===== config.mk =====
export PLATFORM = sky130hd
export DESIGN_NAME = snake_key_decoder
export DESIGN_NICKNAME = d
export VERILOG_FILES = /design/src/rtl/snake_key_decoder.sv
export SDC_FILE = /design/constraint.sdc
export NUM_CORES = 1
export LEC_CHECK = 0
export BUFFER_PORTS_ARGS = -buffer_cell sky130_fd_sc_hd__buf_4
export CAP_MARGIN = 30
export CORE_MARGIN = 1
export CORE_UTILIZATION = 40
export CTS_BUF_LIST = sky130_fd_sc_hd__clkbuf_4 sky130_fd_sc_hd__clkbuf_8 sky130_fd_sc_hd__clkbuf_16
export CTS_CLUSTER_DIAMETER = 120
export CTS_CLUSTER_SIZE = 10
export DETAILED_ROUTE_END_ITERATION = 12
export PLACE_DENSITY = 0.71
export REMOVE_ABC_BUFFERS = 1
export SLEW_MARGIN = 20
export SYNTH_ARGS = -nofsm -noshare
export SYNTH_HDL_FRONTEND = slang
export SYNTH_SLANG_ARGS = --single-unit
export TNS_END_PERCENT = 50

===== constraint.sdc =====
create_clock -name CLK -period 3.7 [get_ports CLK]
set_clock_uncertainty 0.15 [all_clocks]
set_input_delay 0.74 -clock CLK [delete_from_list [all_inputs] [get_ports CLK]]
set_output_delay 0.74 -clock CLK [all_outputs]
set_load 0.02 [all_outputs]

===== src/rtl/snake_key_decoder.sv =====
// snake_key_decoder: turns PS/2 scancode bytes (with E0/F0 prefixes) into snake heading, pause and error pulses.
module snake_key_decoder #(
  parameter int PREFIX_TIMEOUT = 100000,
  parameter int CNT_W          = 17
) (
  input  logic       CLK,
  input  logic       RST_N,
  input  logic [7:0] scancode,
  input  logic       flag,
  output logic [1:0] dir,
  output logic       dir_change,
  output logic       pause,
  output logic [7:0] last_make,
  output logic       seq_error
);
  typedef enum logic [1:0] {IDLE, EXT, BRK, EXT_BRK} state_t;
  state_t state, state_nxt;
  logic [CNT_W-1:0] cnt, cnt_inc, cnt_nxt;
  logic is_e0, is_f0, is_pfx, timeout, err;
  logic make, ext, req_ok, space_make, space_rel, dir_ok, held;
  logic [1:0] req;
  assign is_e0   = scancode == 8'hE0;
  assign is_f0   = scancode == 8'hF0;
  assign is_pfx  = is_e0 | is_f0;
  assign cnt_inc = cnt + CNT_W'(1);
  // a byte arriving in the expiry cycle wins over the timeout
  assign timeout = state != IDLE && !flag && cnt_inc == CNT_W'(PREFIX_TIMEOUT);
  assign cnt_nxt = (flag || state == IDLE || timeout) ? '0 : cnt_inc;
  always_ff @(posedge CLK or negedge RST_N) begin
    if (!RST_N) begin
      state      <= IDLE;
      cnt        <= '0;
      dir        <= 2'b11;
      dir_change <= 1'b0;
      pause      <= 1'b0;
      held       <= 1'b0;
      last_make  <= 8'h00;
      seq_error  <= 1'b0;
    end else begin
      state      <= state_nxt;
      cnt        <= cnt_nxt;
      dir        <= dir_ok ? req : dir;
      dir_change <= dir_ok;
      pause      <= (space_make && !held) ? !pause : pause;
      held       <= space_make ? 1'b1 : space_rel ? 1'b0 : held;
      last_make  <= ((make && req_ok) || space_make) ? scancode : last_make;
      seq_error  <= err;
    end
  end
  always_comb begin
    state_nxt = state;
    err       = 1'b0;
    if (flag) begin
      case (state)
        IDLE:    state_nxt = is_e0 ? EXT : is_f0 ? BRK : IDLE;
        EXT:     begin state_nxt = is_f0 ? EXT_BRK : IDLE; err = is_e0; end
        default: begin state_nxt = IDLE; err = is_pfx; end
      endcase
    end else if (timeout) begin
      state_nxt = IDLE;
      err       = 1'b1;
    end
  end
  always_comb begin
    ext        = state == EXT;
    make       = flag && !is_pfx && (state == IDLE || ext);
    space_make = make && !ext && scancode == 8'h29;
    space_rel  = flag && state == BRK && scancode == 8'h29;
    req        = 2'b00;
    req_ok     = 1'b1;
    case ({ext, scancode})
      {1'b0, 8'h1D}, {1'b1, 8'h75}: req = 2'b00;
      {1'b0, 8'h1B}, {1'b1, 8'h72}: req = 2'b01;
      {1'b0, 8'h1C}, {1'b1, 8'h6B}: req = 2'b10;
      {1'b0, 8'h23}, {1'b1, 8'h74}: req = 2'b11;
      default:                      req_ok = 1'b0;
    endcase
    dir_ok = make && req_ok && !pause && req != dir && req != (dir ^ 2'b01);
  end
endmodule


# [After elaboration in Yosys (flattened, before gate mapping)]
# Cells that the tools add are included.
[op_classes] n_bitwise=2 mux=14 n_addsub=1 n_reduce_logical=30 eq_ne=16
[op_table] cell="$eq 9x9->1 const B" count=4
[op_table] cell="$eq 9x5->1 const B" count=3
[op_table] cell="$add 17x1->17 const B" count=1
[op_table] cell="$eq 17x17->1 const B" count=1
[op_table] cell="$mux 17" count=1
[op_table] cell="$eq 8x8->1 const B" count=2
[op_table] cell="$logic_and 1x1->1" count=13
[op_table] cell="$mux 2" count=5
[op_table] cell="$eq 9x6->1 const B" count=1
[op_table] cell="$eq 8x6->1 const B" count=1
[op_table] cell="$reduce_or 8->1" count=1
[op_table] cell="$pmux 2 s3" count=1
[op_table] cell="$reduce_bool 2->1" count=3
[op_table] cell="$reduce_or 2->1" count=3
[op_table] cell="$logic_not 1->1" count=5
[op_table] cell="$mux 1" count=5
[op_table] cell="$logic_or 1x1->1" count=4
[op_table] cell="$ne 2x2->1" count=2
[op_table] cell="$pmux 2 s2" count=1
[op_table] cell="$eq 2x1->1 const B" count=1
[op_table] cell="$eq 2x2->1 const B" count=1
[op_table] cell="$logic_not 2->1" count=1
[op_table] cell="$pmux 1 s2" count=1
[op_table] cell="$not 1->1" count=1
[op_table] cell="$or 1x1->1" count=1
[word_totals] out_inout_bits=13 inputBits=11 word_cells=71 register_bits=33

# [Logic depth before layout (Yosys ltp)]
[depth] depth_word=9 mapped_depth=7

# [Worst setup path before layout]
# OpenSTA, ideal clock, no wires.
[synth_path] path_kind="input-to-reg" from="in scancode[3]" to="reg last_make[0]" t_arrival_ps=2540 required_ps=3425 n_path_buf=0 slack_ps=885 setup_time_ps=125 cell_stages=6 cell_sequence="or3b_1 > or4b_1 > o21ai_2 > nor3_2 > a211oi_4 > mux2_2"
[synth_between] elab_chain_cells=8
[synth_rtl] element="from (decl)" line_no="8" text="input logic [7:0] scancode,"
[synth_rtl] element="$eq 8x8->1 (on tied branches)" line_no="22, 23"
[synth_rtl] element="$or 1x1->1" line_no="24" text="assign is_pfx = is_e0 | is_f0;"
[synth_rtl] element="$logic_not 1->1" line_no="66" text="make = flag && !is_pfx && (state == IDLE || ext);"
[synth_rtl] element="$logic_and 1x1->1 (2 in a row)" line_no="66"
[synth_rtl] element="$logic_and 1x1->1 (2 in a row)" line_no="67" text="space_make = make && !ext && scancode == 8'h29;"
[synth_rtl] element="$logic_or 1x1->1 (*)" line_no="46" text="last_make <= ((make && req_ok) || space_make) ? scancode : last_make;"
[synth_rtl] element="to (signal assigned)" line_no="46"
[synth_rtl] element="to (decl)" line_no="13" text="output logic [7:0] last_make,"
# Mark *: on every way between the ends. The rest lies on a longest branch, timed or not.
# A chain may end at the register's enable or synchronous reset.

# [Worst setup path in the final report]
[layout_path] from="in scancode[4]" to="reg last_make[4]"
[layout_between] elab_chain_cells=8
[layout_rtl] element="$eq 8x8->1 (on tied branches)" line_no="22, 23"
[layout_rtl] element="$or 1x1->1" line_no="24"
[layout_rtl] element="$logic_not 1->1" line_no="66"
[layout_rtl] element="$logic_and 1x1->1 (2 in a row)" line_no="66"
[layout_rtl] element="$logic_and 1x1->1 (2 in a row)" line_no="67"
[layout_rtl] element="$logic_or 1x1->1" line_no="46"
# Several ways; a longest one is shown, not always the timed one.

==> key figures <==
Placed design
  – RePlAce Congestion: 0.803
  – DP Wirelength: ~2600 um
  – Placed cell area: 2070 um^2
  – Dpl ws: between 0.6 and 0.7 ns
  – Port Buf Inserts: 23

Pwr
  – PwrDens: about 360 nW/um^2
  – Maximum resistive drop on vdd: between 150 and 200 uV
  – Leakage power: 0.939 nW

Setup path
  – Crit path launch type: primary input
  – Critical Path RT: approximately 3.7 ns
  – Critical path arrival: between 2 and 3 ns
  – WS Path Type: primary input to flip-flop
  – CP cell instances: buf_4 -> and4bb_2 -> nand2_1 -> nor4b_1 -> nor3_2 -> a211oi_4 -> mux2_2
  – Worst Path Max Fanout: 8
  – Setup crit end kind: flip-flop
  – Crit path max-delay cell type: nor4b_1
  – Max incr delay on CP: between 0.6 and 0.7 ns

Clock tree
  – CTS tree: done
  – CTS clk-pin slew, worst paths: 0.07 ns
  – Clk_lat worst skew: about 0.29 ns
  – Post-CTS Resized: 0
  – Postcts setup bufs: 0
  – Root buffer cell: clkbuf_8
  – CTS H-tree depth: 2
  – CTS sink cnt: 33
  – CTS Buf Count: 5
  – Maximum clock insertion buffer count: 2
  – Cts hold-fix bufs: 0

Synth
  – EDFF count, synth: 0
  – Top-area cell type share of the netlist area: 42.1%
  – Synth unique cells: 47
  – Syn Inst Count: 183
  – Yosys warns: 0
  – Synth Flop Type: dfrtp_1
  – Asr flop ratio synth: 100%
  – Register area share after synthesis: approximately 45%
  – Avg Cell Area, Syn: 10.1 um^2
  – FF+latch count, synth: 33
  – Yosys top cell by area: dfrtp_1
  – Synth top area cells: dfrtp_1, nor2_1, mux2_2
  – Netlist Area Pre-Place: between 1500 and 2000 um^2

Timing
  – Setup TNS: 0 ns
  – Max Slew Vio Count: 0
  – Fmax: ~350 MHz
  – Hold Slack: between 0.2 and 0.25 ns
  – Final hold vios: 0
  – Final critical-path share of the clock period: between 70% and 80%
  – Setup WS post-layout: 0.875 ns
  – Setup-failing EPs final: 0
  – RSZ-0062 raised after global routing: no
  – Post-layout min period: roughly 2.8 ns
  – Worst slew pin tran: roughly 0.80 ns
  – Slew Limit Headroom: between 40 and 50%

Layout
  – Layout cells sized above 1: between 20 and 25%
  – Layout area overhead: 17.6%
  – Fin area: between 2000 and 2500 um^2
  – # fillers: ~420
  – Antenna cells: 0
  – Nets: between 200 and 250

GRT
  – GRT overflow: 0
  – Initial antenna violation count: 0
  – Total GRT Usage: between 10% and 20%
  – Vias in the first global route: 1357
  – First-pass GRT wire length: between 6000 and 7000 um
  – Pin count of the biggest net entering global routing: 34

Status
  – Status: finished clean

Die
  – Core area: about 4400 um^2
  – Chip Height: ~70 um
  – Initial Util: around 42%
  – Boundary Pins: 24
  – Die Wd: 69.9 um
  – FP Rows: 24
  – Total die area: about 5000 um^2

Detailed routing
  – DRC viols: 0
  – Antenna Nets Post-Route: 0
  – Routed WL: 3610 um
  – Pre-antenna DRT Iters: 4
  – Drt first-iter violations: about 110
  – Vias: around 1400
  – Post-DR wirelength/cell: roughly 14 um
  – Routed vias/inst: between 5 and 6

Worst hold path
  – Min-delay worst type: primary input to asynchronous set/reset pin

Flow run
  – Max_cap viols: 0
layout make-up:
cell class | count | area, um^2 | area share (%)
clock buffers | 8 | 97.6 | 4.51
multi-input cells | 143 | 980 | 45.2
flip-flops and latches | 33 | 828 | 38.2
well taps | 52 | 65.1 | 3.00
inverters | 6 | 22.5 | 1.04
repair buffers | 23 | 173 | 7.97
worst max-delay path, delay by kind of cell:
kind	cells	cell delay, ns
AO/OA/AOI/OAI	1	0.49
buffers and inverters	1	0.14
multiplexers	1	0.39
AND/OR/NAND/NOR	4	1.09
routing by layer:
metal / global-route usage (%) / share of wire [%]
met1: 21.7 / 50
met2: 24.3 / 46
met3: 4.76 / 2.5
met4: 7.11 / 1.9
met5: 0 / 0
worst paths after layout:
| check | start | end | slack [ns] | cells past startpoint |
|---|---|---|---|---|
| max in group asynchronous | RST_N | dir[0] | 2.85 | 1 |
| min in group CLK | dir[0] | dir[0] | 0.31 | 2 |
| max reg2reg | cnt[0] | seq_error | 1.01 | 7 |
| min | RST_N | cnt[1] | 0.23 | 1 |
| min reg2reg | dir[0] | dir[0] | 0.31 | 2 |
| max | scancode[4] | last_make[4] | 0.88 | 7 |
registers in the layout, indices dropped and copies added (netlist names):
register,flops
seq_error,1
dir,2
state,2
cnt,17
dir_change,1
held,1
pause,1
last_make,8
power by group:
part / switching (W) / total (W) / internal [W]
registers: 0.0000122 / 0.000392 / 0.000380
logic: 0.0000525 / 0.0000996 / 0.0000471
clock network: 0.000127 / 0.000293 / 0.000166
through the flow:
| stage | util [%] | std cells | power (W) |
|---|---|---|---|
| finish | 49.4 | 265 | 0.000785 |
| global route | 49.4 | 265 | 0.000820 |
| CTS | 49.4 | 265 | 0.000796 |
| detailed placement | 47.2 | 257 | 0.000500 |
| global placement | 47.2 | 257 | 0.000499 |
| floorplan | - | 182 | 0.000444 |
cell usage after synthesis, types with 2 or more instances:
cell,number
and3_1,2
o21bai_1,2
nand2b_1,2
nor4b_1,2
nand3_1,11
dfrtp_1,31
nand2_1,13
mux2_2,8
nor3_1,3
or3_1,3
a211o_1,2
xnor2_1,7
nor2_1,27
o21ai_0,6
mux2i_1,5
xor2_1,9
and2b_2,2
o31ai_1,2
inv_1,6
nand4_1,3
dfstp_2,2
and4_1,3
a21oi_1,7
nand4b_1,2
placed cells by master, fill, tap and decap left out, types with 5 or more instances in the layout:
cell      synthesis  routed
buf_4             0      23
xor2_1            9       9
o21ai_0           6       6
xnor2_1           7       7
a21oi_1           7       7
nand3_1          11      11
clkbuf_8          0       6
mux2i_1           5       5
inv_1             6       6
dfrtp_1          31      31
mux2_2            8       8
nor2_1           27      27
nand2_1          13      13
cells by family after synthesis:
family | count (synthesis) | share of synthesized area, %
compound gates | 26 | 10.1
xor+xnor | 16 | 7.61
fa+ha+maj | 1 | 0.679
buf+inv | 7 | 1.83
flops | 33 | 45.0
mux | 13 | 7.61
simple gates | 87 | 27.2
Power figures use the tool's default switching activity.
